`src/rtl/spi_link_tx_8lane.sv`:
```
// Eight-lane SPI-style transmitter: queues 128-bit blocks in a small FIFO and
// sends each one MSB-first as sixteen bytes framed by an active-low select.
module spi_link_tx_8lane #(
    parameter int CLK_DIV    = 2,
    parameter int GAP_CYCLES = 4,
    parameter int DEPTH      = 2
) (
    input  logic                   clk,
    input  logic                   rst,
    input  logic [127:0]           in_data,
    input  logic                   in_valid,
    output logic                   in_ready,
    output logic                   spi_clk,
    output logic [7:0]             spi_data,
    output logic                   spi_cs_n,
    output logic                   busy,
    output logic [$clog2(DEPTH):0] fifo_count,
    output logic                   frame_done
);

    localparam int PTR_W = $clog2(DEPTH);
    localparam int DIV_W = $clog2(CLK_DIV + 1);
    localparam int GAP_W = $clog2(GAP_CYCLES + 1);
    localparam logic [DIV_W-1:0] DIV_LAST = DIV_W'(CLK_DIV - 1);
    localparam logic [GAP_W-1:0] GAP_LAST = GAP_W'(GAP_CYCLES - 1);
    localparam logic [PTR_W:0]   FULL_CNT = (PTR_W + 1)'(DEPTH);

    typedef enum logic [1:0] {IDLE, LO, HI, GAP} state_t;

    state_t            state;
    logic [127:0]      mem [DEPTH];
    logic [PTR_W-1:0]  wr_ptr;
    logic [PTR_W-1:0]  rd_ptr;
    logic [119:0]      shreg;
    logic [3:0]        byte_cnt;
    logic [DIV_W-1:0]  div_cnt;
    logic [GAP_W-1:0]  gap_cnt;
    logic              push;
    logic              pop;
    logic              div_last;
    logic              advance;

    assign in_ready = (fifo_count != FULL_CNT) && !rst;
    assign push     = in_valid && in_ready;
    assign pop      = (state == IDLE) && (fifo_count != '0);
    assign div_last = (div_cnt == DIV_LAST);
    assign advance  = (state == HI) && div_last && (byte_cnt != 4'd15);
    assign busy     = (state != IDLE) || (fifo_count != '0);

    always_ff @(posedge clk) begin
        if (push) begin
            mem[wr_ptr] <= in_data;
        end
    end

    always_ff @(posedge clk or posedge rst) begin
        if (rst) begin
            wr_ptr     <= '0;
            rd_ptr     <= '0;
            fifo_count <= '0;
        end else begin
            if (push) begin
                wr_ptr <= wr_ptr + PTR_W'(1);
            end
            if (pop) begin
                rd_ptr <= rd_ptr + PTR_W'(1);
            end
            case ({push, pop})
                2'b10:   fifo_count <= fifo_count + (PTR_W + 1)'(1);
                2'b01:   fifo_count <= fifo_count - (PTR_W + 1)'(1);
                default: fifo_count <= fifo_count;
            endcase
        end
    end

    // Byte 0 goes straight from the FIFO to spi_data; the shifter holds bytes 1..15.
    always_ff @(posedge clk) begin
        if (pop) begin
            shreg <= mem[rd_ptr][119:0];
        end else if (advance) begin
            shreg <= {shreg[111:0], 8'h00};
        end
    end

    always_ff @(posedge clk or posedge rst) begin
        if (rst) begin
            state      <= IDLE;
            spi_cs_n   <= 1'b1;
            spi_clk    <= 1'b0;
            spi_data   <= 8'h00;
            frame_done <= 1'b0;
            byte_cnt   <= '0;
            div_cnt    <= '0;
            gap_cnt    <= '0;
        end else begin
            frame_done <= 1'b0;
            case (state)
                IDLE: begin
                    if (pop) begin
                        spi_cs_n <= 1'b0;
                        spi_clk  <= 1'b0;
                        spi_data <= mem[rd_ptr][127:120];
                        byte_cnt <= '0;
                        div_cnt  <= '0;
                        state    <= LO;
                    end
                end
                LO: begin
                    if (div_last) begin
                        spi_clk <= 1'b1;
                        div_cnt <= '0;
                        state   <= HI;
                    end else begin
                        div_cnt <= div_cnt + DIV_W'(1);
                    end
                end
                HI: begin
                    if (div_last) begin
                        spi_clk <= 1'b0;
                        div_cnt <= '0;
                        if (byte_cnt == 4'd15) begin
                            spi_cs_n   <= 1'b1;
                            spi_data   <= 8'h00;
                            frame_done <= 1'b1;
                            gap_cnt    <= '0;
                            state      <= GAP;
                        end else begin
                            spi_data <= shreg[119:112];
                            byte_cnt <= byte_cnt + 4'd1;
                            state    <= LO;
                        end
                    end else begin
                        div_cnt <= div_cnt + DIV_W'(1);
                    end
                end
                GAP: begin
                    if (gap_cnt == GAP_LAST) begin
                        state <= IDLE;
                    end else begin
                        gap_cnt <= gap_cnt + GAP_W'(1);
                    end
                end
                default: state <= IDLE;
            endcase
        end
    end

endmodule

```
`config.mk`:
```
export PLATFORM = sky130hd
export DESIGN_NAME = spi_link_tx_8lane
export DESIGN_NICKNAME = d
export VERILOG_FILES = /design/src/rtl/spi_link_tx_8lane.sv
export SDC_FILE = /design/constraint.sdc
export NUM_CORES = 1
export LEC_CHECK = 0
export ABC_AREA = 1
export CORE_MARGIN = 5
export CORE_UTILIZATION = 50
export CTS_CLUSTER_SIZE = 12
export DETAILED_ROUTE_END_ITERATION = 6
export DONT_BUFFER_PORTS = 1
export PLACE_DENSITY_LB_ADDON = 0.2
export SLEW_MARGIN = 0
export SYNTH_ARGS = -nofsm -noshare
export SYNTH_HDL_FRONTEND = slang
export SYNTH_SLANG_ARGS = --single-unit
```
`constraint.sdc`:
```
create_clock -name clk -period 20.8 [get_ports clk]
set_input_delay 4.16 -clock clk [delete_from_list [all_inputs] [get_ports clk]]
set_output_delay 4.16 -clock clk [all_outputs]
set_load 0.005 [all_outputs]
```
==> impl_results.md <==
- Tcrit/Tclk final: 41.2%
- Ys async rst share: 6.47%
- # hold bufs at CTS: 0
- Post-synth EDFFs: 376
- Detailed placer's ending HPWL: between 15 and 20 mm
- Flop pwr share: 56.9%
- Simple-Gate Fraction of Synth Area: 12.0%
- Family with the most delay on the worst path: compound AO/OA/AOI/OAI gates
- Synth Area in Compound Gates: 6.57%
- Hold Crit Class: register to register
- Die area: 34500 sq um
- Power Internal: 1.36 mW
- MaxCap Viol Count: 0
- Startpoint Class: primary input
- Final setup fails: 0
- Crit. End Element: primary output
- Post-Synthesis Cell Area: 15400 sq um
- Placed Cells: 1473
- Yosys warns: 0
- Gpl congestion: between 0.7 and 0.8
- Global-route wire length before repair: 45.0 mm
- Non-filler cells, final: 1542
- Critical path's largest stage delay: 0.24 ns
- Post-CTS sizing: 0
- Share of layout cells above drive strength 1: 6.98%
- Clock skew: 0.0141 ns
- Initial antenna violation count: 1
- Total grt overflow: 0
- # H-tree levels: 2
- Die H: 186 microns
- TNS Setup: 0 ns
- Wire length per cell: 19.1 microns
- CP Max Fanout: 3
- Die width: 186 microns
- Pin count of the biggest net entering global routing: roughly 230
- Ant. Diodes: 0
- Clock tree from TritonCTS: yes
- Headroom to the max-slew limit: 26.6%
- FF/Latch Area: 11900 sq um
- Worst hold slack: 0.471 ns
- Min Tclk post-route: about 8.6 ns
- Maximum vdd ir drop: 0.0741 mV
- Routed vias/inst: 5.35
- CTS Buf Count: 42
- Worst path required time: 16.64 ns
- Clock Path Buffers: 3
- Sw power: 347 uW
- Fillers: 2449
- DRT iter0 DRCs: 639
- Fin. max-slew vios: 0
- Main synth FF type: edfxtp_1
- Layout area overhead: 9.57%
- Main combinational cell family by area after synthesis: simple AND/OR/NAND/NOR gates
- Multi-input gate area: 3050 sq um
- Post-synthesis cell type count: 27
- Yosys top cell by area: edfxtp_1
- Final ANT Viol Nets: 0
- # rows: 64
- Setup CP Type: primary input to primary output
- Combinational Power Share: 3.5%
- Top Ports: 146
- Worst Max-Slew Pin Slew: 1.10 ns
- Postcts setup bufs: 0
- CP arrival: 4.40 ns
- Unrepaired setup endpoints after global routing: no
- Clock Sink Count: 402
- Synth Area in Adders: 0.729%
- Nets: 1261
- PD cells: 101 nW/um^2
- Mean Syn Cell Area: 13.7 sq um
- Syn_nets: ~1300
- Reg clk slew, reported paths: 0.05 ns
- Core ar.: 30500 sq um
- PortBufs: 0
- Yosys reg bits: approximately 400
- Top cells by area, synth: edfxtp_1, nor2_1, o31ai_1, nand2_1, dfrtp_1
- Top-area cell type share of the netlist area: between 70% and 80%
- Final Hold Fails: 0
- FMAX: 117 MHz
- Reg-to-reg slack, setup: 17.31 ns
- # DRC: 0
- Number of global-route vias before repair: 8051
- WP buf/inv: 0
- Post-synthesis mux area share: 0%
- Critical-path top delay cell: a21oi_1
- Drt pass-1 iters: 5
- Vias: just over 8000
- DRT Wirelength: approximately 30 mm
- Clk root buf: clkbuf_16
- Clock Latency Late Sink: 0.53 ns
- Starting density of the core: 50.6%
- Clk pwr share: 39.6%
- Status: completed
- GRT Total Usage: 16.9%
- Lkg Pwr: 6.02 nW
- Sequential-to-total area share from yosys stat: 77.4%
- Cell Chain, Critical Path: a21oi_1
- Xor/xnor cell area share of the yosys netlist: 0.227%
- Sw Ratio: between 20% and 30%
- Syn Inst Count: 1124
[registers in the layout, summed over array words and instances, names as in the netlist]
name        cells
mem           256
shreg         120
spi_data        8
byte_cnt        4
gap_cnt         3
div_cnt         2
fifo_count      2
state           2
frame_done      1
rd_ptr          1
spi_clk         1
spi_cs_n        1
wr_ptr          1
[stage by stage]
| step | total power, mW | util, % | setup slack [ns] | cell area (sq um) |
|---|---|---|---|---|
| 2_1_floorplan | 1.03 | - | 10.35 | 15400 |
| 3_3_place_gp | 1.05 | 51.4 | 12.24 | 15700 |
| 3_5_place_dp | 1.05 | 51.4 | 12.23 | 15700 |
| 4_1_cts | 1.73 | 55.4 | 12.23 | 16900 |
| 5_1_grt | 1.77 | 55.4 | 12.18 | 16900 |
| 6_report | 1.71 | 55.4 | 12.24 | 16900 |
[synthesized netlist by cell type (2+ instances only)]
library cell	n
edfxtp_1	376
nor2_1	244
nand2_1	212
o31ai_1	112
buf_2	38
inv_1	28
dfrtp_1	25
o21ai_0	17
buf_6	12
nand3_1	12
ha_1	9
a21oi_1	5
o21ai_1	5
buf_4	4
o21bai_1	4
inv_2	3
nand3_2	3
or2_2	3
nand2_2	2
xnor2_1	2
xor2_1	2
[routing by layer]
metal | wire length, microns | global-route usage, % | up-vias
met5 | 0 | 0 | -
met4 | 581 | 4.28 | 0
met3 | 2490 | 5.63 | 49
met2 | 13900 | 26.9 | 205
met1 | 12500 | 22.6 | 4001
li1 | - | - | 3987
[cells in the final DEF (no fill, tap or decap), drive strengths merged]
cell type and count:
xnor2 2, nand3 15, clkbuf 56, nor2 245
a21oi 5, o21bai 4, nand2 215, buf 8
dfstp 1, edfxtp 376, o21ai 23, or2 3
dfrtp 25, ha 9, nand4 1, clkinv 11
o31ai 112, bufinv 1, xor2 2, inv 32
[cell families after synthesis]
kind of cell	after synthesis
simple gates	479
flops	402
compound gates	144
buf+inv	86
fa+ha+maj	9
xor+xnor	4
[worst paths after layout]
| path | start | to | depth (start not counted) |
|---|---|---|---|
| setup / recovery | rst | in_ready | 1 |
| hold / removal | spi_cs_n | spi_cs_n | 2 |
| setup reg to reg | state[0] | shreg[85] | 6 |
| hold reg to reg | spi_cs_n | spi_cs_n | 2 |
| max in group asynchronous | rst | rd_ptr | 1 |
| min in group asynchronous | rst | rd_ptr | 1 |
[power by group through the flow]
| stage | clock network, mW | registers (mW) | logic (mW) |
|---|---|---|---|
| global placement | 0 | 0.986 | 0.0616 |
| global route | 0.731 | 0.976 | 0.0674 |
| detailed placement | 0 | 0.988 | 0.0622 |
| finish | 0.676 | 0.971 | 0.0602 |
| CTS | 0.694 | 0.972 | 0.0624 |
| floorplan | 0 | 0.993 | 0.0413 |
[final cells by class]
type / instances / area share, %
Timing Repair Buffer: 8 / 0.429
Inverter: 31 / 0.732
Multi-Input combinational cell: 636 / 18.0
Sequential cell: 402 / 70.6
Clock inverter: 13 / 0.510
Clock buffer: 56 / 6.77
Tap cell: 396 / 2.93
Power figures use the tool's default switching activity.
